===== src/rtl/multi_decade_down.sv =====
// Three-digit BCD down-counter with load validation, done pulse on reaching 000,
// and optional auto-reload from the last accepted load value.
module multi_decade_down #(
    parameter bit AUTO_RELOAD = 1'b0
) (
    input  logic       clk,
    input  logic       rstn,
    input  logic       load,
    input  logic [3:0] load_ones,
    input  logic [3:0] load_tens,
    input  logic [3:0] load_hundreds,
    input  logic       en,
    output logic [3:0] ones,
    output logic [3:0] tens,
    output logic [3:0] hundreds,
    output logic       done,
    output logic       load_err,
    output logic       zero
);

    logic [3:0]  ones_q, ones_d;
    logic [3:0]  tens_q, tens_d;
    logic [3:0]  hund_q, hund_d;
    logic [11:0] reload_q, reload_d;
    logic        done_q, done_d;
    logic        err_q, err_d;
    logic        load_ok;
    logic        at_zero;

    assign load_ok = (load_ones <= 4'd9) && (load_tens <= 4'd9) && (load_hundreds <= 4'd9);
    assign at_zero = (ones_q == 4'd0) && (tens_q == 4'd0) && (hund_q == 4'd0);

    always_comb begin
        ones_d   = ones_q;
        tens_d   = tens_q;
        hund_d   = hund_q;
        reload_d = reload_q;
        done_d   = 1'b0;
        err_d    = 1'b0;
        if (load) begin
            // load wins over en whether or not it is accepted
            if (load_ok) begin
                ones_d   = load_ones;
                tens_d   = load_tens;
                hund_d   = load_hundreds;
                reload_d = {load_hundreds, load_tens, load_ones};
            end else begin
                err_d = 1'b1;
            end
        end else if (en) begin
            if (!at_zero) begin
                if (ones_q != 4'd0) begin
                    ones_d = ones_q - 4'd1;
                end else begin
                    ones_d = 4'd9;
                    if (tens_q != 4'd0) begin
                        tens_d = tens_q - 4'd1;
                    end else begin
                        tens_d = 4'd9;
                        hund_d = hund_q - 4'd1;
                    end
                end
                done_d = (hund_q == 4'd0) && (tens_q == 4'd0) && (ones_q == 4'd1);
            end else if (AUTO_RELOAD) begin
                // a cleared reload register naturally keeps the value at 000
                hund_d = reload_q[11:8];
                tens_d = reload_q[7:4];
                ones_d = reload_q[3:0];
            end
        end
    end

    always_ff @(posedge clk or negedge rstn) begin
        if (!rstn) begin
            ones_q   <= 4'd0;
            tens_q   <= 4'd0;
            hund_q   <= 4'd0;
            reload_q <= 12'd0;
            done_q   <= 1'b0;
            err_q    <= 1'b0;
        end else begin
            ones_q   <= ones_d;
            tens_q   <= tens_d;
            hund_q   <= hund_d;
            reload_q <= reload_d;
            done_q   <= done_d;
            err_q    <= err_d;
        end
    end

    assign ones     = ones_q;
    assign tens     = tens_q;
    assign hundreds = hund_q;
    assign done     = done_q;
    assign load_err = err_q;
    assign zero     = at_zero;

endmodule


===== config.mk =====
export PLATFORM = sky130hd
export DESIGN_NAME = multi_decade_down
export DESIGN_NICKNAME = d
export VERILOG_FILES = /design/src/rtl/multi_decade_down.sv
export SDC_FILE = /design/constraint.sdc
export NUM_CORES = 1
export LEC_CHECK = 0
export CAP_MARGIN = 20
export CORE_ASPECT_RATIO = 1.4
export CORE_UTILIZATION = 48
export DETAILED_ROUTE_END_ITERATION = 8
export GPL_ROUTABILITY_DRIVEN = 0
export HOLD_SLACK_MARGIN = 0.1
export PLACE_DENSITY_LB_ADDON = 0.08
export SYNTH_ARGS = -nofsm -noshare
export SYNTH_HDL_FRONTEND = slang
export SYNTH_SLANG_ARGS = --single-unit

===== constraint.sdc =====
create_clock -name clk -period 3.35 [get_ports clk]
set_clock_uncertainty 0.15 [all_clocks]
set_input_delay 0.5025 -clock clk [delete_from_list [all_inputs] [get_ports clk]]
set_output_delay 0.5025 -clock clk [all_outputs]
set_load 0.03 [all_outputs]

# Word-level counts from Yosys, hierarchy flattened
# Cells that the tools add are included.
[word_totals]
regBits = 14
inputBits = 16
[classes]
add_sub_neg = 3
magnitude_cmp = 3
eq_ne = 5
muxes = 22
reduce_logical = 15
[ops]
columns = ["op", "count"]
rows = [
  ["$mux W4", 17],
  ["$le A4 B4 Y1 const B", 3],
  ["$logic_not A4 Y1", 3],
  ["$sub A4 B1 Y4 const B", 3],
  ["$reduce_bool A4 Y1", 2],
  ["$logic_and A1 B1 Y1", 6],
  ["$ne A2 B2 Y1 const B", 3],
  ["$mux W1", 5],
  ["$reduce_and A5 Y1", 1],
  ["$eq A4 B1 Y1 const B", 1],
  ["$reduce_and A4 Y1", 1],
  ["$reduce_and A3 Y1", 1],
  ["$ne A2 B1 Y1 const B", 1],
  ["$reduce_bool A2 Y1", 1],
]

# Depth between registers and ports, before layout
[logic_depth]
depth_word = 6
ltp_mapped = 8

# Worst setup path after synthesis
# No wires, ideal clock.
[synth_timing]
path_kind = "register -> output"
start = "register tens_q[1] (netlist: tens[1])"
end = "output zero"
arrival_ps = 1933
required_ps = 2697
path_slack_ps = 765
path_stages_with_launch = 4
n_path_buf = 0
path_cell_list = "dfrtp_1 -> nor4_1 -> nand3_1 -> nor3_1"
[synth_between]
elab_chain_len = 3
[synth_lines]
columns = ["item", "line", "rtl"]
rows = [
  ["start: declaration", "22", "logic [3:0] tens_q, tens_d;"],
  ["start signal: assignment", "83", "tens_q <= tens_d;"],
  ["$logic_not A4 Y1", "31", "assign at_zero = (ones_q == 4'd0) && (tens_q == 4'd0) && (hund_q == 4'd0);"],
  ["$logic_and A1 B1 Y1 (2 in series)", "31", ""],
  ["end: declaration", "18", "output logic zero"],
]
# No other way between the ends.

# Worst setup path in the final report
[layout_timing]
start = "register hund_q[0] (netlist: hundreds[0])"
end = "output zero"
[layout_between]
elab_chain_len = 2
[layout_lines]
columns = ["item", "line", "rtl"]
rows = [
  ["start: declaration", "23", "logic [3:0] hund_q, hund_d;"],
  ["start signal: assignment", "84", "hund_q <= hund_d;"],
  ["$logic_not A4 Y1", "31", ""],
  ["$logic_and A1 B1 Y1", "31", ""],
]
# No other way between the ends.

==> flow_summary.json <==
{
  "gr-total-overflow": 0,
  "dp.cells": 148,
  "rsz0062_at_grt": "no",
  "fin_crit_sh_pct": 90.2,
  "avgSynthCellArea_um2": 9.38,
  "yosysWarnings": 0,
  "die_w_um": 39.4,
  "yosys.area_share.simple_pct": 26.3,
  "synth_top_family_by_area": "simple AND/OR/NAND/NOR gates",
  "synth_compound_gate_area_share_pct": 23.6,
  "maxSlewHeadroom_pct": 56.5,
  "placed_area_um2": 1250,
  "synth_area_um2": 938,
  "tns_ns": 0,
  "synth-seq-area-share_pct": 37.3,
  "synthMuxAreaShare_pct": 3.73,
  "power.density_nw_per_um2": 675,
  "grt_max_degree": 22,
  "min_path_type": "register to register",
  "clkLatencyLatePin_ns": 0.30,
  "grt_antenna_before_repair": 0,
  "holdBufCountCts": 0,
  "ant_nets": 0,
  "dr.first_iter.drc_count": 13,
  "synth_nets": 118,
  "layout_commonest_cell": "clkdlybuf4s50_1",
  "vdd_drop_max_mv": 0.461,
  "drv_slew": 0,
  "p_leak_nw": 0.541,
  "worst_pin_slew_ns": 0.650,
  "core.rowCount": 18,
  "cts_buffer_depth": 2,
  "drc": 0,
  "fmax_mhz": 331,
  "cts.sinks": 14,
  "initial_core_util_pct": 52.1,
  "synth_top_area_share_pct": 37.3,
  "worst_setup_path_start_kind": "register",
  "yosysTopAreaCell": "dfrtp_1",
  "clkTransAtPathRegs_ns": 0.10,
  "dp_hpwl_um": 1700,
  "ctsHtreeMaxLevel": 1,
  "cts_setup_buffers": 0,
  "critical_path_arrival_ns": 2.37,
  "numCtsBuffers": 3,
  "layout_min_cycle_time_ns": 3.02,
  "synthAdderAreaFrac_pct": 2.67,
  "num_vias": 955,
  "nNetsFinal": 151,
  "drive_above_1_share_pct": 9.85,
  "io_pins": 31,
  "grt_usage_pct": 25.5,
  "ys_types": 41,
  "synth_area_leaders": "dfrtp_1 37%, nor3_1 3.7%, nand3_1 3.2%",
  "via_per_inst": 6.28,
  "io_buffers": 30,
  "area_growth_syn_to_layout_pct": 37.3,
  "crit_required_ns": 2.70,
  "crit_path_end_kind": "primary output",
  "first_global_vias": 898,
  "wl_per_cell_um": 15.7,
  "syn_inst": 100,
  "hold_viol": 0,
  "diodes": 0,
  "synth-seq-cells": 14,
  "setup_viol": 0,
  "die_h_um": 54.3,
  "cp_max_fo": 4,
  "first_pass_iters": 4,
  "mostFrequentLayoutCells": "30 x clkdlybuf4s50_1, 14 x dfrtp_1, 7 x inv_1, 7 x nor3_1",
  "cts-resized-gates": 0,
  "drv_cap": 0,
  "core_um2": 1800,
  "finish.instance_area_um2": 1290,
  "path_class": "register to primary output",
  "detail_route.wirelength_um": 2390,
  "cts_tree": "yes",
  "outcome": "finished clean",
  "die-area_um2": 2140,
  "fin_cells": 152,
  "cts_root_buffer": "clkbuf_4",
  "grt_pass1_wl_um": 3770,
  "synth_xor_area_share_pct": 0
}
[final timing paths]
kind / startpoint / to / slack [ns] / depth (start not counted)
worst max register to register: hundreds[0]$_DFFE_PN0P_ / tens[0]$_DFFE_PN0P_ / 1.09 / 6
min in group asynchronous: rstn / ones[2]$_DFFE_PN0P_ / 0.44 / 1
worst max-delay path: hundreds[0]$_DFFE_PN0P_ / zero / 0.33 / 6
max in group asynchronous: rstn / tens[0]$_DFFE_PN0P_ / 2.20 / 1
worst min-delay path: ones[1]$_DFFE_PN0P_ / done$_DFF_PN0_ / 0.42 / 1
worst min register to register: ones[1]$_DFFE_PN0P_ / done$_DFF_PN0_ / 0.42 / 1
[state kept, by name (all words and copies together) (netlist names)]
register  cells
done          1
hundreds      4
load_err      1
ones          4
tens          4
[metrics by stage]
stage	power (mW)	worst slack [ns]	hold slack (ns)	util [%]
final	0.870	0.329	0.424	71.5
after global placement	0.727	0.698	0.411	69.5
after CTS	0.868	0.339	0.425	71.5
after detailed placement	0.734	0.689	0.412	69.5
after global routing	0.916	0.206	0.438	71.5
after floorplan	0.560	0.765	0.0569	-
[layer usage]
layer / global-route usage (%) / wire, um / vias to the layer above
met3: 3.66 / 117 / 5
met5: 0 / 0 / -
li1: - / - / 457
met1: 31.6 / 1070 / 462
met2: 43.1 / 1160 / 31
met4: 10.9 / 46 / 0
[worst max-delay path, cell delays in order (launching register included)]
cell	delay, ns
dfrtp_1	0.42
inv_1	0.13
ha_1	0.15
nor3b_1	0.36
nand3_1	0.17
nor3_1	0.15
clkdlybuf4s50_1	0.69
[synth_stat cells]
master      n
nor2b_1     1
a21oi_1     2
a41o_1      1
o21a_1      1
o41ai_1     1
and4b_2     1
dfrtp_1    14
inv_1       7
a22o_1      1
buf_6       2
a2bb2oi_1   1
a31oi_1     1
a21o_1      1
o22ai_1     2
a211o_2     1
a2111oi_4   1
o32ai_1     2
a22oi_1     2
nand2b_1    1
nor3b_1     4
ha_1        2
and4b_1     1
nor2_1      4
or3b_4      1
a32o_1      1
nor3_1      7
or3_1       1
or4_1       2
nor4_1      4
buf_1       1
nand3_1     6
clkbuf_1    2
nand3b_1    1
a211o_1     3
nand4_1     1
and2_4      1
mux2i_1     2
o211a_1     1
o21ai_0     5
mux2_4      1
nand2_1     6
[power by group]
group	leakage [nW]	switching [mW]	internal, mW
Sequential	0.169	0.0817	0.220
Combinational	0.350	0.232	0.203
Clock	0.0210	0.0670	0.0664
Total	0.541	0.381	0.489
[cell type report]
type | instances | area [um2]
inverters | 7 | 26.3
multi-input cells | 74 | 528
fillers | 144 | 513
flip-flops and latches | 14 | 350
well taps | 20 | 25.0
repair buffers | 33 | 323
clock buffers | 4 | 36.3
[kinds of logic after synthesis]
| family | count (synthesis) |
|---|---|
| AOI/OAI and AO/OA | 27 |
| muxes | 3 |
| adders and majority gates | 2 |
| DFF | 14 |
| buffers and inverters | 12 |
| and+or+nand+nor | 42 |
Note: power is estimated with default switching activity, not from simulation.
==> patch 1: new RTL, same flow settings <==
The output `done` loses its register stage (`done_q` becomes a continuous assignment).
--- a/src/rtl/multi_decade_down.sv
+++ b/src/rtl/multi_decade_down.sv
@@ -76,17 +76,17 @@
             tens_q   <= 4'd0;
             hund_q   <= 4'd0;
             reload_q <= 12'd0;
-            done_q   <= 1'b0;
             err_q    <= 1'b0;
         end else begin
             ones_q   <= ones_d;
             tens_q   <= tens_d;
             hund_q   <= hund_d;
             reload_q <= reload_d;
-            done_q   <= done_d;
             err_q    <= err_d;
         end
     end
+
+    assign done_q = done_d;
 
     assign ones     = ones_q;
     assign tens     = tens_q;
Behaviour: not the same (Yosys sat finds a counterexample within 4 cycles, from zero or initial values and one cycle with rstn low).
==> patch 1 against the original RTL <==
- cell area is 2.7% lower
- total power fell by 6.0%
- combinational power shrank 0.9%
- wire length shrank 4.4%
- count of clock-buffer cells in the layout is the same
- global-route usage decreased by 1.1 points
- worst setup slack got worse by 0.088 ns
- sequential power down 5%
- sequential cell count down 1
- area after synthesis fell by 2.7%
- largest power group unchanged
==> patch 1: results (changes against the original RTL) <==
* Outcome: complete, no violations (unchanged)
* Syn nets at 117 (was 118)
* Avg WL per Cell at 15.1 um (was 15.7 um)
* Power Clock at 0.100 mW (was 0.133 mW)
* Global-route wire length before repair at 3.51 mm (was 3.77 mm)
* Critical Path End: done (was zero)
* Met3 Use GR at 4.13% (was 3.66%)
* Routing usage on met2 at 44.4% (was 43.1%)
* Maximum vdd drop at 0.466 mV (was 0.461 mV)
* Switching Power at 0.362 mW (was 0.381 mW)
* Placed Area at 1230 um2 (was 1250 um2)
* Worst min path class: input pin to async pin (was flip-flop to flip-flop)
* Via count at 908 (was 955)
* M1 GR Usage at 28.3% (was 31.6%)
* Metal3 WL at 110 um (was 117 um)
* Hold slack at 0.445 ns (was 0.424 ns)
* Slowest stage delay, CP at 0.73 ns (was 0.69 ns)
* Clk_lat worst skew at 0.28 ns (was 0.30 ns)
* Iteration-0 DRC Markers at 30 (was 13)
* Post-synthesis sequential area ratio at 35.6% (was 37.3%)
* M1 WL at 974 um (was 1.07 mm)
* Worst path arrival time at 2.46 ns (was 2.37 ns)
* Gr usage total at 24.4% (was 25.5%)
* Slew Limit Headroom at 59.8% (was 56.5%)
* Routed met2 length at 1.19 mm (was 1.16 mm)
* Number of global-route vias before repair at 788 (was 898)
* Placed cells at 147 (was 148)
==> patch 1: cell count changes after synthesis, sizes merged <==
| cell | unedited run | this run |
|---|---|---|
| dfrtp | 14 | 13 |
==> patch 1: logic make-up (layout without fill, tap and decap cells) <==
kind of cell / after synthesis / count (layout) / synth area share [%]
AOI/OAI and AO/OA: 27 / 27 / 24.2
adders and majority gates: 2 / 2 / 2.74
buffers and inverters: 12 / 44 / 6.58
DFF: 13 / 13 / 35.6
muxes: 3 / 3 / 3.84
and+or+nand+nor: 42 / 42 / 27.0
==> patch 1: layout make-up <==
class / instances / area [um2]
Inverter: 7 / 26.3
Fill cell: 162 / 526
Multi-Input combinational cell: 74 / 528
Clock buffer: 4 / 26.3
Tap cell: 20 / 25.0
Timing Repair Buffer: 33 / 323
Sequential cell: 13 / 325
==> patch 1: worst max-delay path: cells and delay by family, from the launching register on <==
family,cells,cell delay (ns)
buf+inv,2,0.87
simple gates,3,0.74
flops,1,0.42
fa+ha+maj,1,0.15
==> patch 2: new RTL, same settings <==
Made on the original files. The parameter `AUTO_RELOAD` goes from 1'b0 to 1'b1.
--- a/src/rtl/multi_decade_down.sv
+++ b/src/rtl/multi_decade_down.sv
@@ -1,7 +1,7 @@
 // Three-digit BCD down-counter with load validation, done pulse on reaching 000,
 // and optional auto-reload from the last accepted load value.
 module multi_decade_down #(
-    parameter bit AUTO_RELOAD = 1'b0
+    parameter bit AUTO_RELOAD = 1'b1
 ) (
     input  logic       clk,
     input  logic       rstn,
Behaviour: not the same (a bounded check fails within 4 cycles, from zero or initial values and one cycle with rstn low).
==> patch 2 against the original RTL <==
- largest power group is now registers
- worst setup slack gained 0.033 ns
- combinational power up 0.9%
- fmax up 1.1%
- sequential cell count increased by 12
- clock power grew 26%
- final cell count rose by 52%
- cell area increased by 45%
- sequential power grew 67%
- register-to-register slack better by 0.28 ns
- critical path type unchanged
- total power is 28% higher
- largest cell class unchanged
- sequential share of layout area grew 7.7 points
- wire length rose by 54%
- critical path depth unchanged
- area after synthesis up 57%
==> patch 2: results (changes against the original RTL) <==
* Clk_lat worst skew at 0.26 ns (was 0.30 ns)
* Die width at 48.8 um (was 39.4 um)
* Multi-input logic cell count at 123 (was 74)
* NumNets Final at 214 (was 151)
* Hold slack at 0.344 ns (was 0.424 ns)
* Largest net degree at the start of global routing at 27 (was 22)
* Post-DP HPWL at 2.77 mm (was 1.70 mm)
* Non-clk invs at 6 (was 7)
* Outcome: complete, no violations (unchanged)
* FF/Latch Area at 651 um2 (was 350 um2)
* Metal3 WL at 169 um (was 117 um)
* WHS Endpoint: reload_q[9]$_DFFE_PN0P_ (was done$_DFF_PN0_)
* Global-route wire length before repair at 6.13 mm (was 3.77 mm)
* Reg-to-reg endpoint: hundreds[1]$_DFFE_PN0P_ (was tens[0]$_DFFE_PN0P_)
* Gr usage total at 24.5% (was 25.5%)
* Routing usage on met2 at 45.3% (was 43.1%)
* Hold Startpoint: reload_q[9]$_DFFE_PN0P_ (was ones[1]$_DFFE_PN0P_)
* Leakage at 0.811 nW (was 0.541 nW)
* Multi-input logic area at 758 um2 (was 528 um2)
* Buffers excl. clock at 36 (was 33)
* ClkCell Share at 2.21% (was 2.82%)
* M1 WL at 1.49 mm (was 1.07 mm)
* Placed cells at 228 (was 148)
* Top post-synthesis cells by count: nand2_1 (37), dfrtp_1 (26), a21oi_1 (13) (was dfrtp_1 (14), inv_1 (7), nor3_1 (7))
* Fill cells at 249 (was 144)
* Internal power at 0.665 mW (was 0.489 mW)
* Comb pwr share at 39.6% (was 50.0%)
* FFs & Latches at 26 (was 14)
* Avg WL per Cell at 15.9 um (was 15.7 um)
* Vias per cell at 6.01 (was 6.28)
* Share of layout cells above drive strength 1 at 9.28% (was 9.85%)
* Clk pwr share at 15.1% (was 15.3%)
* Place WS at 0.670 ns (was 0.689 ns)
* Routed met2 length at 1.94 mm (was 1.16 mm)
* Syn nets at 183 (was 118)
* Synth top area cells: dfrtp_1 (44%), nand2_1 (9.4%), a21oi_1 (4.4%) (was dfrtp_1 (37%), nor3_1 (3.7%), nand3_1 (3.2%))
* Iteration-0 DRC Markers at 49 (was 13)
* Slew Limit Headroom at 57.3% (was 56.5%)
[patch 2: logic make-up after synthesis]
logic type                 count (synthesis)  share of synthesized area [%]
AOI/OAI and AO/OA                         45                           20.5
xor gates and xnor gates                   2                           1.19
adders and majority gates                  2                           1.70
buffers and inverters                     16                           4.41
DFF                                       26                           44.1
muxes                                      1                          0.679
and+or+nand+nor                           73                           27.3
[patch 2: worst max-delay path by stage]
stage                                 start    to  depth (start not counted)  slack [ns]
floorplan               ones[1]$_DFFE_PN0P_  zero                          4        1.25
global placement    hundreds[0]$_DFFE_PN0P_  zero                          6        0.71
detailed placement  hundreds[0]$_DFFE_PN0P_  zero                          6        0.67
CTS                 hundreds[0]$_DFFE_PN0P_  zero                          6        0.38
global route        hundreds[0]$_DFFE_PN0P_  zero                          6        0.21
finish              hundreds[0]$_DFFE_PN0P_  zero                          6        0.36
